## config.mk

```make
export PLATFORM = sky130hd
export DESIGN_NAME = pipeline_stall_ctrl
export DESIGN_NICKNAME = d
export VERILOG_FILES = /design/src/rtl/pipeline_stall_ctrl_pkg.sv /design/src/rtl/pipeline_stall_ctrl_hazard_detect.sv /design/src/rtl/pipeline_stall_ctrl.sv
export SDC_FILE = /design/constraint.sdc
export NUM_CORES = 1
export LEC_CHECK = 0
export BUFFER_PORTS_ARGS = -buffer_cell sky130_fd_sc_hd__buf_2
export CAP_MARGIN = 20
export CORE_ASPECT_RATIO = 0.75
export CORE_MARGIN = 3
export CORE_UTILIZATION = 43
export CTS_CLUSTER_DIAMETER = 80
export CTS_CLUSTER_SIZE = 28
export DETAILED_ROUTE_END_ITERATION = 8
export PLACE_DENSITY = 0.73
export SYNTH_ARGS = -nofsm -noshare
export SYNTH_HDL_FRONTEND = slang
export SYNTH_HIERARCHICAL = 1
export SYNTH_SLANG_ARGS = --single-unit
```

## constraint.sdc

```tcl
create_clock -name clk_i -period 1.7 [get_ports clk_i]
set_input_delay 0.255 -clock clk_i [delete_from_list [all_inputs] [get_ports clk_i]]
set_output_delay 0.255 -clock clk_i [all_outputs]
set_load 0.02 [all_outputs]
```

## src/rtl/pipeline_stall_ctrl_pkg.sv

```systemverilog
// Shared definitions for the pipeline stall controller: memory-handshake state
// encoding and register-address constants.
package pipeline_stall_ctrl_pkg;

  localparam int REG_ADDR_W = 5;
  localparam logic [REG_ADDR_W-1:0] REG_X0 = '0;

  typedef enum logic {
    IDLE     = 1'b0,
    MEM_WAIT = 1'b1
  } mem_state_e;

endpackage

```

## src/rtl/pipeline_stall_ctrl_hazard_detect.sv

```systemverilog
// Combinational load-use comparator: a load in EX whose destination feeds a
// source operand of the instruction in ID. Writes to x0 never create a hazard.
module pipeline_stall_ctrl_hazard_detect
  import pipeline_stall_ctrl_pkg::*;
(
  input  logic [REG_ADDR_W-1:0] rs1_addr,
  input  logic [REG_ADDR_W-1:0] rs2_addr,
  input  logic                  ex_mem_read,
  input  logic [REG_ADDR_W-1:0] ex_rd_addr,
  output logic                  load_use
);

  assign load_use = ex_mem_read & (ex_rd_addr != REG_X0) &
                    ((ex_rd_addr == rs1_addr) | (ex_rd_addr == rs2_addr));

endmodule

```

## src/rtl/pipeline_stall_ctrl.sv

```systemverilog
// Backward-flowing pipeline control: load-use bubbles, branch flushes, a
// data-memory handshake that freezes the pipe on a miss, plus stall statistics.
module pipeline_stall_ctrl
  import pipeline_stall_ctrl_pkg::*;
#(
  parameter int TIMEOUT = 64,
  parameter int CNT_W   = 32
) (
  input  logic                  clk_i,
  input  logic                  rst_i,
  input  logic [REG_ADDR_W-1:0] IFID_RS1addr_i,
  input  logic [REG_ADDR_W-1:0] IFID_RS2addr_i,
  input  logic                  IDEX_MemRead_i,
  input  logic [REG_ADDR_W-1:0] IDEX_RDaddr_i,
  input  logic                  Branch_taken_i,
  input  logic                  EXMEM_MemRead_i,
  input  logic                  EXMEM_MemWrite_i,
  input  logic                  mem_ack_i,
  output logic                  mem_req_o,
  output logic                  PC_write_o,
  output logic                  IFID_write_o,
  output logic                  IFID_flush_o,
  output logic                  IDEX_flush_o,
  output logic                  pipe_freeze_o,
  output logic [CNT_W-1:0]      stall_cycles_o,
  output logic                  timeout_err_o
);

  localparam int WAIT_W = (TIMEOUT > 1) ? $clog2(TIMEOUT) : 1;

  mem_state_e        state;
  logic [WAIT_W-1:0] wait_cnt;
  logic              access;
  logic              load_use;
  logic              wait_expired;
  logic              mem_stall;

  pipeline_stall_ctrl_hazard_detect u_hazard_detect (
    .rs1_addr    (IFID_RS1addr_i),
    .rs2_addr    (IFID_RS2addr_i),
    .ex_mem_read (IDEX_MemRead_i),
    .ex_rd_addr  (IDEX_RDaddr_i),
    .load_use    (load_use)
  );

  assign access       = EXMEM_MemRead_i | EXMEM_MemWrite_i;
  assign wait_expired = (state == MEM_WAIT) & (wait_cnt == WAIT_W'(TIMEOUT - 1));
  assign mem_req_o    = (state == MEM_WAIT) | access;
  // The final timed-out wait cycle behaves like an ack so the pipe can move on.
  assign mem_stall    = mem_req_o & ~mem_ack_i & ~wait_expired;

  always_ff @(posedge clk_i or posedge rst_i) begin
    if (rst_i) begin
      state         <= IDLE;
      wait_cnt      <= '0;
      timeout_err_o <= 1'b0;
    end else begin
      case (state)
        IDLE: begin
          if (access & ~mem_ack_i) begin
            state    <= MEM_WAIT;
            wait_cnt <= '0;
          end
        end
        MEM_WAIT: begin
          wait_cnt <= wait_cnt + WAIT_W'(1);
          if (mem_ack_i) begin
            state <= IDLE;
          end else if (wait_expired) begin
            state         <= IDLE;
            timeout_err_o <= 1'b1;
          end
        end
        default: state <= IDLE;
      endcase
    end
  end

  // A memory freeze masks hazard/branch requests; they re-evaluate once released.
  always_comb begin
    pipe_freeze_o = 1'b0;
    PC_write_o    = 1'b1;
    IFID_write_o  = 1'b1;
    IFID_flush_o  = 1'b0;
    IDEX_flush_o  = 1'b0;
    if (mem_stall) begin
      pipe_freeze_o = 1'b1;
      PC_write_o    = 1'b0;
      IFID_write_o  = 1'b0;
    end else if (load_use) begin
      PC_write_o    = 1'b0;
      IFID_write_o  = 1'b0;
      IDEX_flush_o  = 1'b1;
    end else if (Branch_taken_i) begin
      IFID_flush_o  = 1'b1;
    end
  end

  always_ff @(posedge clk_i or posedge rst_i) begin
    if (rst_i) begin
      stall_cycles_o <= '0;
    end else if (mem_stall | load_use) begin
      stall_cycles_o <= stall_cycles_o + CNT_W'(1);
    end
  end

endmodule

```

==> Word-level counts from Yosys, hierarchy flattened <==
Index checks and enable logic that the tools add are counted.
{ "classes": {"n_eq_ne": 4, "n_addsub": 2, "reduce_logical": 2, "muxes": 14, "bitwise_logic": 13} }
{ "op_table": {"columns": ["cell", "count"], "rows": [
  ["32-bit by 1-bit adder with 32-bit output, second input constant", 1],
  ["6-bit one-hot mux with 2 select lines", 1],
  ["1-bit two-way mux", 11],
  ["5-bit equality test", 2],
  ["6-bit by 1-bit adder with 6-bit output, second input constant", 1],
  ["1-bit bitwise AND", 6],
  ["6-bit equality test, second input constant", 1],
  ["6-bit two-way mux", 1],
  ["5-bit nonzero test", 1],
  ["1-bit OR", 4],
  ["1-bit inverter", 3],
  ["3-bit AND reduction", 1],
  ["2-bit != test, second input constant", 1],
  ["1-bit one-hot mux with 2 select lines", 1]
]} }
{ "totals": {"wordCells": 39, "reg_bits": 40, "in_bits": 22, "out_inout_bits": 39} }

==> Longest topological paths before layout <==
Gate-level depths: netlist of the first run.
{ "depth": {"ltp_word": 5, "depth_mapped": 10, "mapped_depth_nobuf": 9} }

==> By module <==
The synthesis of the first run kept the hierarchy.
{ "modules_own_cells": {"columns": ["module", "cells_per_inst", "area_each_um2", "seq_area_each_um2", "n_inst"], "rows": [
  ["pipeline_stall_ctrl", 177, 1930.6, 1001.0, 1],
  ["pipeline_stall_ctrl_hazard_detect", 17, 125.1, 0.0, 1]
]} }

==> Worst setup path before layout of the first run <==
Ideal clock, no wire load.
{ "synth_path": {"path_type": "in2reg", "startpoint": "input port IDEX_RDaddr_i[0]", "endpoint": "register stall_cycles_o[9]", "required_time_ps": 1570, "path_slack_ps": -352, "cell_stages": 10, "path_buffers": 1, "t_arrival_ps": 1922, "setup_ps": 130, "cell_sequence": "xor2_1 -> nor3_1 -> nand3_1 -> a21oi_1 -> and3b_1 -> a211oi_2 -> nor2b_1 -> buf_2 -> nand4_1 -> xnor2_1"} }
{ "synth_via": {"elab_chain_cells": 4} }
{ "synth_lines": {"columns": ["item", "line", "text"], "rows": [
  ["start, declared", "pipeline_stall_ctrl.sv:14", "input logic [REG_ADDR_W-1:0] IDEX_RDaddr_i,"],
  ["5-bit equality test / 5-bit nonzero test (equally long branches)", "pipeline_stall_ctrl_hazard_detect.sv:14, pipeline_stall_ctrl_hazard_detect.sv:13", null],
  ["1-bit OR / 1-bit bitwise AND (equally long branches)", "pipeline_stall_ctrl_hazard_detect.sv:14, pipeline_stall_ctrl_hazard_detect.sv:13", null],
  ["1-bit bitwise AND *", "pipeline_stall_ctrl_hazard_detect.sv:13", "assign load_use = ex_mem_read & (ex_rd_addr != REG_X0) &"],
  ["named net load_use", "pipeline_stall_ctrl.sv:34", "logic load_use;"],
  ["1-bit OR *", "pipeline_stall_ctrl.sv:102", "end else if (mem_stall | load_use) begin"],
  ["end signal, assigned", "pipeline_stall_ctrl.sv:103", "stall_cycles_o <= stall_cycles_o + CNT_W'(1);"],
  ["end, declared", "pipeline_stall_ctrl.sv:25", "output logic [CNT_W-1:0] stall_cycles_o,"]
]} }
The timed path passes the listed nets; every way through them passes the cells marked *.
A chain may end at the register's enable or synchronous reset.

==> Final worst setup path of the first run <==
{ "layout_path": {"startpoint": "register wait_cnt[1]", "endpoint": "output port IFID_flush_o"} }
{ "layout_via": {"elab_chain_cells": 5} }
{ "layout_lines": {"columns": ["item", "line", "text"], "rows": [
  ["start, declared", "pipeline_stall_ctrl.sv:32", "logic [WAIT_W-1:0] wait_cnt;"],
  ["start signal, assigned", "pipeline_stall_ctrl.sv:66", "wait_cnt <= wait_cnt + WAIT_W'(1);"],
  ["6-bit equality test", "pipeline_stall_ctrl.sv:47", "assign wait_expired = (state == MEM_WAIT) & (wait_cnt == WAIT_W'(TIMEOUT - 1));"],
  ["1-bit bitwise AND", "pipeline_stall_ctrl.sv:47", null],
  ["1-bit inverter", "pipeline_stall_ctrl.sv:50", "assign mem_stall = mem_req_o & ~mem_ack_i & ~wait_expired;"],
  ["1-bit bitwise AND", "pipeline_stall_ctrl.sv:50", null],
  ["1-bit two-way mux", "pipeline_stall_ctrl.sv:86", "if (mem_stall) begin"],
  ["end, declared", "pipeline_stall_ctrl.sv:22", "output logic IFID_flush_o,"]
]} }
No other way between the ends.

==> impl_metrics.json, run 1 <==
{
  "holdCritPathClass": "in2async",
  "clock_skew_ns": 0.006941,
  "crit_arrival_ns": 1.85,
  "combPwrFrac": 0.287,
  "antenna_found_initial": 0,
  "grt_max_degree": 41,
  "path_max_fanout": 3,
  "r2r-start": "wait_cnt[0]$_DFFE_PP0P_",
  "rr_worst_depth": 8,
  "synth.avg_cell_area_um2": 10.60,
  "slew_violations": 0,
  "cts_buffers": 5,
  "clockRootBuffer": "clkbuf_8",
  "num_rows": 21,
  "post-route-period-util": 1.240,
  "wirelength_um": 5685,
  "hold_viol_final": 0,
  "area_delta_synth_final_pct": 49.06,
  "yosysUniqueCellTypes": 37,
  "status": "finished, violations left",
  "die_h_um": 65.88,
  "grt_pass1_wl_um": 8735,
  "viasPerCell": 5.311,
  "rr_endpoint": "stall_cycles_o[13]$_DFFE_PP0P_",
  "rsz0062_at_grt": "true",
  "hold_slack_ns": 0.07426,
  "syn-instance-count": 194,
  "routedWlPerCell_um": 16.20,
  "pwr-share-clk": 0.246,
  "dp_hpwl_um": 3601,
  "synthArstFlopShare": 1.000,
  "via_count": 1864,
  "overflow": 0,
  "postRouteAntennaNets": 0,
  "dp_cells": 334,
  "clock-sinks": 40,
  "synth_edf_count": 0,
  "clkLatencyLatePin_ns": 0.29,
  "track_usage": 0.1982,
  "start_util": 0.4522,
  "layout_min_cycle_time_ns": 2.109,
  "gp_congestion": 0.8314,
  "syn_nets": 218,
  "h-tree-depth": 2,
  "p_int_mw": 1.668,
  "design_area_mm2": 0.003064,
  "yosysSeqAreaShare": 0.4869,
  "multi_input_area_mm2": 0.001225,
  "place_ws_ns": -0.5559,
  "fin_nets": 318,
  "clock.fmax_mhz": 474.2,
  "drtIter0Drc": 123,
  "max_slew.worst_pin.slew_ns": 0.5124,
  "violations": "setup timing",
  "fillers": 338,
  "syn_area_mm2": 0.002056,
  "drv_cap": 0,
  "dieArea_mm2": 0.005655,
  "ys_warn_count": 6,
  "diodes": 0,
  "finalNonFillerCells": 351,
  "hold_buffers": 0,
  "path_clk_slew_ns": 0.08,
  "cts_buffer_depth": 2,
  "fin_util": 0.6741,
  "cp-start-kind": "flop",
  "worst_slew_margin_rel": 0.6584,
  "synth_seq_cells": 40,
  "ios": 61,
  "setup_viol": 36,
  "grt_pass1_vias": 1854,
  "seq_area_mm2": 0.001001,
  "layout_setup_ws_ns": -0.4087,
  "cts_tree": "built",
  "p_sw_frac": 0.3229,
  "worstSetupPathType": "reg2out",
  "drive_gt1_frac": 0.4932,
  "post_dp_cell_area_mm2": 0.002653,
  "synth_flop_cell": "dfrtp_1",
  "coreArea_mm2": 0.004546,
  "p_leak_nw": 1.555,
  "p_seq_frac": 0.467,
  "die_x_um": 85.84,
  "cp.required_ns": 1.44,
  "io_buffers": 60,
  "drtPass1Iterations": 5,
  "drcViolationCount": 0,
  "p_per_area_mw_per_mm2": 804.1,
  "end_kind": "primary output",
  "vdd_ir_drop_max_mv": 0.7278,
  "p_sw_mw": 0.7956,
  "r2r_setup_slack_ns": -0.29
}
-- power groups by stage --
stage	sequential [mW]	combinational, mW	clock, mW
final	1.15	0.707	0.607
after global routing	1.17	0.766	0.657
after CTS	1.15	0.661	0.605
after detailed placement	1.17	0.596	0
after global placement	1.16	0.588	0
after floorplan	1.26	0.233	0
-- kinds of logic (layout without fill, tap and decap cells) --
group	count (synthesis)	count (layout)	share of synthesized area
multiplexers	3	3	0.01522
XOR/XNOR	41	41	0.1747
AND/OR/NAND/NOR	84	84	0.2392
AO/OA/AOI/OAI	15	15	0.05113
flip-flops	40	40	0.4869
adder cells (fa/ha/maj)	2	2	0.01217
buffers and inverters	9	109	0.02068
-- state kept, by name, indices dropped and copies added, names as in the netlist --
register        cells
stall_cycles_o     32
state               1
timeout_err_o       1
wait_cnt            6
-- worst max-delay path, cell delays in order (launching register included) --
cell and delay, ns:
dfrtp_1 0.37, ha_2 0.20, nand4_1 0.17, o211a_4 0.28, or2_4 0.25, inv_4 0.06, and2_4 0.13, buf_6 0.10
-- cell usage in the layout, fill, tap and decap left out, types with 6 or more instances in the layout --
cell type | Yosys | final
nand4_1 | 18 | 18
buf_6 | 0 | 14
xnor2_1 | 28 | 26
and3_1 | 7 | 6
nand3_1 | 13 | 7
buf_4 | 2 | 30
nor2_1 | 11 | 7
buf_2 | 1 | 51
dfrtp_1 | 40 | 40
xor2_1 | 13 | 12
nand2_1 | 15 | 10
-- layout make-up --
cell class / instances / area share
multi-input cells: 145 / 0.3998
flip-flops and latches: 40 / 0.3267
repair buffers: 97 / 0.2180
clock buffers: 6 / 0.02368
well taps: 57 / 0.02327
inverters: 5 / 0.006942
clock inverters: 1 / 0.001633
-- cell usage after synthesis, types with 2 or more instances --
master   number  area [µm²]
o21ai_0       2       10.01
ha_1          2       25.02
nand3_1      13       65.06
a21oi_1       6       30.03
buf_4         2       15.01
inv_1         4       15.01
nand2_1      15       56.30
mux2i_1       2       20.02
nor2b_1       3       18.77
dfrtp_1      40        1001
nand4_1      18       112.6
xor2_1       13       113.9
o211a_1       2       20.02
nor4_2        2       25.02
nor2_1       11       41.29
and2_1        3       18.77
nor3_1        3       15.01
xnor2_1      28       245.2
and3_1        7       43.79
-- per-stage QoR --
step	total power [mW]	setup TNS [ns]
finish	2.464	-7.233
global route	2.591	-9.428
CTS	2.414	-5.595
detailed placement	1.762	-14.01
global placement	1.752	-11.42
floorplan	1.493	-4.389
-- layer usage --
metal / vias up / part of all wire / global-route usage
met1: 918 / 0.45 / 0.2674
met3: 7 / 0.040 / 0.04981
met5: - / 0 / 0
li1: 887 / - / -
met4: 0 / 0.0076 / 0.06324
met2: 52 / 0.50 / 0.3140
-- worst max-delay path by stage --
stage / start / end / cells past startpoint
after detailed placement: IDEX_RDaddr_i[0] / stall_cycles_o[27]$_DFFE_PP0P_ / 11
after global routing: wait_cnt[1]$_DFFE_PP0P_ / IFID_flush_o / 7
after CTS: wait_cnt[1]$_DFFE_PP0P_ / IFID_flush_o / 7
final: wait_cnt[1]$_DFFE_PP0P_ / IFID_flush_o / 7
after global placement: IDEX_RDaddr_i[0] / stall_cycles_o[29]$_DFFE_PP0P_ / 11
after floorplan: IDEX_RDaddr_i[1] / stall_cycles_o[13]$_DFFE_PP0P_ / 9
-- timing repair --
action,CTS,global route
resized for setup,32,33
pin swaps,23,27
setup buffers,8,5
hold endpoints to repair,0,0
endpoints found under the setup margin,36,37
cloned,1,0
(Power assumes the default switching activity.)
==> run 2: changes to the inputs <==
- PLACE_DENSITY: 0.73 -> 0.7
- clock period: 1.7 -> 2.1 ns (I/O delays scaled with it)
==> impl_metrics.json, run 2 (synthesis gave the netlist of run 1 again) <==
{
  "layout_setup_ws_ns": -0.1068,
  "ios": 61,
  "io_buffers": 60,
  "grt_max_degree": 41,
  "clkLatencyLatePin_ns": 0.29,
  "hold_viol_final": 0,
  "hold_buffers": 0,
  "p_int_mw": 1.307,
  "via_count": 1800,
  "worstSetupPathType": "reg2out",
  "status": "finished, violations left",
  "drtPass1Iterations": 4,
  "max_slew.worst_pin.slew_ns": 0.4983,
  "slew_violations": 0,
  "combPwrFrac": 0.265,
  "fin_nets": 312,
  "crit_arrival_ns": 1.89,
  "drcViolationCount": 0,
  "cts_buffers": 5,
  "clock.fmax_mhz": 453.1,
  "grt_pass1_wl_um": 7783,
  "path_max_fanout": 4,
  "fin_util": 0.6298,
  "grt_pass1_vias": 1684,
  "drive_gt1_frac": 0.4271,
  "num_rows": 21,
  "postRouteAntennaNets": 0,
  "worst_slew_margin_rel": 0.6678,
  "p_leak_nw": 1.458,
  "p_sw_mw": 0.6186,
  "cp-start-kind": "flop",
  "wl_met3_um": 271,
  "area_delta_synth_final_pct": 39.26,
  "gp_congestion": 0.8103,
  "pwr-share-clk": 0.252,
  "dieArea_mm2": 0.005655,
  "rsz0062_at_grt": "true",
  "layout_common_cells": "buf_2 (58), dfrtp_1 (40), xnor2_1 (28), buf_4 (28), nand4_1 (18)",
  "start_util": 0.4522,
  "violations": "setup timing",
  "die_x_um": 85.84,
  "drv_cap": 0,
  "clockRootBuffer": "clkbuf_8",
  "vdd_ir_drop_max_mv": 0.6144,
  "place_ws_ns": -0.6934,
  "setup_viol": 3,
  "largestRegisters": "stall_cycles_o: 32 flops, wait_cnt: 6 flops",
  "dp_cells": 327,
  "p_per_area_mw_per_mm2": 672.7,
  "routedWlPerCell_um": 13.22,
  "finalNonFillerCells": 345,
  "h-tree-depth": 2,
  "wl_met1_um": 2194,
  "p_seq_frac": 0.483,
  "clock_skew_ns": 0.006755,
  "viasPerCell": 5.217,
  "post_dp_cell_area_mm2": 0.002559,
  "end_kind": "primary output",
  "holdCritPathClass": "in2async",
  "post-route-period-util": 1.051,
  "final_common_cell": "buf_2",
  "layout_min_cycle_time_ns": 2.207,
  "cts_tree": "built",
  "regMostFlops": "stall_cycles_o",
  "antenna_found_initial": 0,
  "track_usage": 0.1732,
  "drtIter0Drc": 113,
  "clock-sinks": 40,
  "design_area_mm2": 0.002863,
  "cts_buffer_depth": 2,
  "overflow": 0,
  "cp.required_ns": 1.78,
  "p_sw_frac": 0.3212,
  "wl_met2_um": 2039,
  "dr.max_layer_used": "met4",
  "path_clk_slew_ns": 0.08,
  "dp_hpwl_um": 3360,
  "wirelength_um": 4561,
  "die_h_um": 65.88,
  "diodes": 0,
  "coreArea_mm2": 0.004546,
  "largest_register_ff_count": 32
}
## run 2: cell count changes in the layout (fill, tap and decap cells not counted), sizes merged
cell | before | now
buf | 97 | 91
clkbuf | 6 | 5
clkinvlp | 0 | 1
## run 2: cell type report
| cell class | count | area, µm² |
|---|---|---|
| fillers | 396 | 1683 |
| multi-input cells | 145 | 1122 |
| flip-flops and latches | 40 | 1001 |
| repair buffers | 91 | 565.5 |
| well taps | 57 | 71.32 |
| clock buffers | 5 | 68.82 |
| inverters | 5 | 21.27 |
| clock inverters | 2 | 12.51 |
## run 2: metal layers
layer | global-route usage | up-vias
li1 | - | 874
met1 | 0.2391 | 858
met2 | 0.2674 | 60
met3 | 0.04110 | 8
met4 | 0.05929 | 0
met5 | 0 | -
## run 2: path summary, 6_finish.rpt
| kind | slack (ns) | cells after the start | endpoint | startpoint |
|---|---|---|---|---|
| worst min register to register | 0.47 | 1 | stall_cycles_o[31]$_DFFE_PP0P_ | stall_cycles_o[31]$_DFFE_PP0P_ |
| max in group asynchronous | 1.62 | 3 | stall_cycles_o[6]$_DFFE_PP0P_ | rst_i |
| worst min-delay path | 0.13 | 3 | stall_cycles_o[0]$_DFFE_PP0P_ | rst_i |
| worst max register to register | 0.10 | 9 | stall_cycles_o[29]$_DFFE_PP0P_ | wait_cnt[1]$_DFFE_PP0P_ |
| worst max-delay path | -0.11 | 8 | IFID_flush_o | wait_cnt[1]$_DFFE_PP0P_ |
| min in group clk_i | 0.43 | 3 | state$_DFF_PP0_ | EXMEM_MemRead_i |
## run 2: metrics by stage
step	setup TNS (ns)	hold WS (ns)	total power, mW
2_1_floorplan	0	0.4841	1.203
5_1_grt	-0.5981	0.1655	2.034
3_3_place_gp	-9.277	0.4510	1.408
4_1_cts	-0.6890	0.1446	1.927
6_report	-0.1506	0.1307	1.926
3_5_place_dp	-11.11	0.4609	1.418
## run 2: power groups by stage
stage | logic (mW) | clock network (mW) | registers, mW
3_5_place_dp | 0.475 | 0 | 0.943
3_3_place_gp | 0.466 | 0 | 0.941
6_report | 0.510 | 0.486 | 0.930
2_1_floorplan | 0.184 | 0 | 1.02
4_1_cts | 0.493 | 0.505 | 0.929
5_1_grt | 0.556 | 0.535 | 0.943
## run 2: worst max-delay path: stages, from the launching register on
cell and delay, ns:
dfrtp_1 0.37, ha_2 0.19, nand4_1 0.12, buf_4 0.17, o211a_1 0.22, or2_4 0.25, inv_4 0.06, and2_4 0.13
buf_6 0.11
## run 2: what timing repair did
item,CTS,global route
buffers inserted,8,4
gates resized for setup,6,24
hold endpoints to repair,0,0
endpoints found under the setup margin,16,30
pin swaps,8,9
==> run 3: changes to the inputs <==
- clock period: 2.1 -> 2.8 ns (I/O delays scaled with it)
==> impl_metrics.json, run 3 (synthesis gave the netlist of run 1 again) <==
{
  "hold_buffers": 0,
  "cp-start-kind": "flop",
  "fin_nets": 284,
  "grt_pass1_wl_um": 6693,
  "p_sw_frac": 0.2889,
  "p_leak_nw": 1.312,
  "seq_area_mm2": 0.001001,
  "drtIter0Drc": 38,
  "p_sw_mw": 0.4333,
  "vdd_ir_drop_max_mv": 0.5676,
  "status": "finished, final reports clean",
  "grt_busiest_layer": "met2",
  "layout_min_cycle_time_ns": 2.539,
  "hold_slack_ns": 0.2440,
  "final_common_cell": "buf_2",
  "worst_slew_margin_rel": 0.6023,
  "routedWlPerCell_um": 13.09,
  "fin_util": 0.5615,
  "drv_cap": 0,
  "met2_usage": 0.2393,
  "coreArea_mm2": 0.004546,
  "setup_viol": 0,
  "largest_register_ff_count": 32,
  "clock_skew_ns": 0.007732,
  "drive_gt1_frac": 0.3142,
  "regMostFlops": "stall_cycles_o",
  "fillers": 408,
  "dieArea_mm2": 0.005655,
  "overflow": 0,
  "slew_violations": 0,
  "layout_common_cells": "buf_2 (60), dfrtp_1 (40), xnor2_1 (28)",
  "rsz0062_at_grt": "false",
  "clock-sinks": 40,
  "clock.fmax_mhz": 393.9,
  "die_x_um": 85.84,
  "path_delay_family": "simple AND/OR/NAND/NOR gates",
  "post-route-period-util": 0.9066,
  "die_h_um": 65.88,
  "cts_buffer_depth": 2,
  "track_usage": 0.1511,
  "gp_congestion": 0.7210,
  "postRouteAntennaNets": 0,
  "cts_buffers": 5,
  "cp_slowest_cell": "dfrtp_1",
  "area_delta_synth_final_pct": 24.16,
  "hold_viol_final": 0,
  "post_dp_cell_area_mm2": 0.002426,
  "worstPathCellList": "or3_4 > o211a_1 > or2_2 > inv_2 > and2_1 > buf_2",
  "p_int_mw": 1.067,
  "finalNonFillerCells": 318,
  "path_buf_inv": 2,
  "path_clk_slew_ns": 0.08,
  "fin_tns_setup_ns": 0,
  "grtUsageMet3": 0.04483,
  "viasPerCell": 5.195,
  "cp.required_ns": 2.38,
  "holdCritPathClass": "in2async",
  "ios": 61,
  "clockRootBuffer": "clkbuf_8",
  "dp_hpwl_um": 3170,
  "post-cts-setup-buffer-count": 0,
  "crit_arrival_ns": 2.12,
  "p_per_area_mw_per_mm2": 587.6,
  "multi_input_area_mm2": 0.001012,
  "via_count": 1652,
  "design_area_mm2": 0.002552,
  "ctsResizeCount": 0,
  "num_rows": 21,
  "cpPeakStageDelay_ns": 0.51,
  "largestRegisters": "stall_cycles_o: 32 flops, wait_cnt: 6 flops",
  "end_kind": "primary output",
  "io_buffers": 60,
  "h-tree-depth": 2,
  "path_max_fanout": 13,
  "dp_cells": 310,
  "cts_tree": "built",
  "start_util": 0.4522,
  "grt_pass1_vias": 1505,
  "gr-usage-met1": 0.1967,
  "antenna_found_initial": 0,
  "grt_max_degree": 41,
  "clkLatencyLatePin_ns": 0.29,
  "combPwrFrac": 0.184,
  "worstSetupPathType": "reg2out",
  "diodes": 0,
  "drcViolationCount": 0,
  "wirelength_um": 4163,
  "pwr-share-clk": 0.336,
  "drtPass1Iterations": 4,
  "max_slew.worst_pin.slew_ns": 0.5916,
  "p_seq_frac": 0.480
}
-- run 3: cell type report --
type | count | area share
multi-input cells | 145 | 0.3966
repair buffers | 63 | 0.1265
well taps | 57 | 0.02794
clock inverters | 1 | 0.01176
flip-flops and latches | 40 | 0.3922
inverters | 5 | 0.007353
clock buffers | 7 | 0.03775
-- run 3: path summary, 6_finish.rpt --
check	depth (start not counted)	endpoint	startpoint	slack (ns)
setup / recovery	6	IFID_flush_o	state$_DFF_PP0_	0.26
hold / removal	3	stall_cycles_o[23]$_DFFE_PP0P_	rst_i	0.24
setup reg to reg	7	stall_cycles_o[28]$_DFFE_PP0P_	wait_cnt[0]$_DFFE_PP0P_	0.92
hold reg to reg	1	stall_cycles_o[31]$_DFFE_PP0P_	stall_cycles_o[31]$_DFFE_PP0P_	0.47
max in group asynchronous	3	stall_cycles_o[2]$_DFFE_PP0P_	rst_i	2.22
min in group clk_i	3	state$_DFF_PP0_	mem_ack_i	0.46
-- run 3: power groups by stage --
stage               registers [mW]  logic (mW)  clock network, mW
finish                       0.720       0.275              0.504
global route                 0.731       0.303              0.545
global placement             0.730       0.272                  0
detailed placement           0.730       0.280                  0
CTS                          0.721       0.280              0.517
floorplan                    0.765       0.137                  0
-- run 3: worst register-to-register path: cells and delay by family (launching register included) --
| family | cells | cell delay, ns |
|---|---|---|
| buffers and inverters | 1 | 0.24 |
| xor gates and xnor gates | 1 | 0.16 |
| adders and majority gates | 1 | 0.26 |
| DFF | 1 | 0.40 |
| and+or+nand+nor | 4 | 0.70 |
-- run 3: layer usage --
layer | share of wire | wire length, µm
met5 | 0 | 0
met4 | 0.013 | 55
met1 | 0.46 | 1917
met3 | 0.071 | 296
met2 | 0.45 | 1892
-- run 3: per-stage QoR --
stage	total power, mW	setup WS (ns)
floorplan	0.9016	0.5029
global placement	1.001	0.2784
detailed placement	1.010	0.2401
CTS	1.517	0.2493
global route	1.578	0.1581
finish	1.500	0.2614
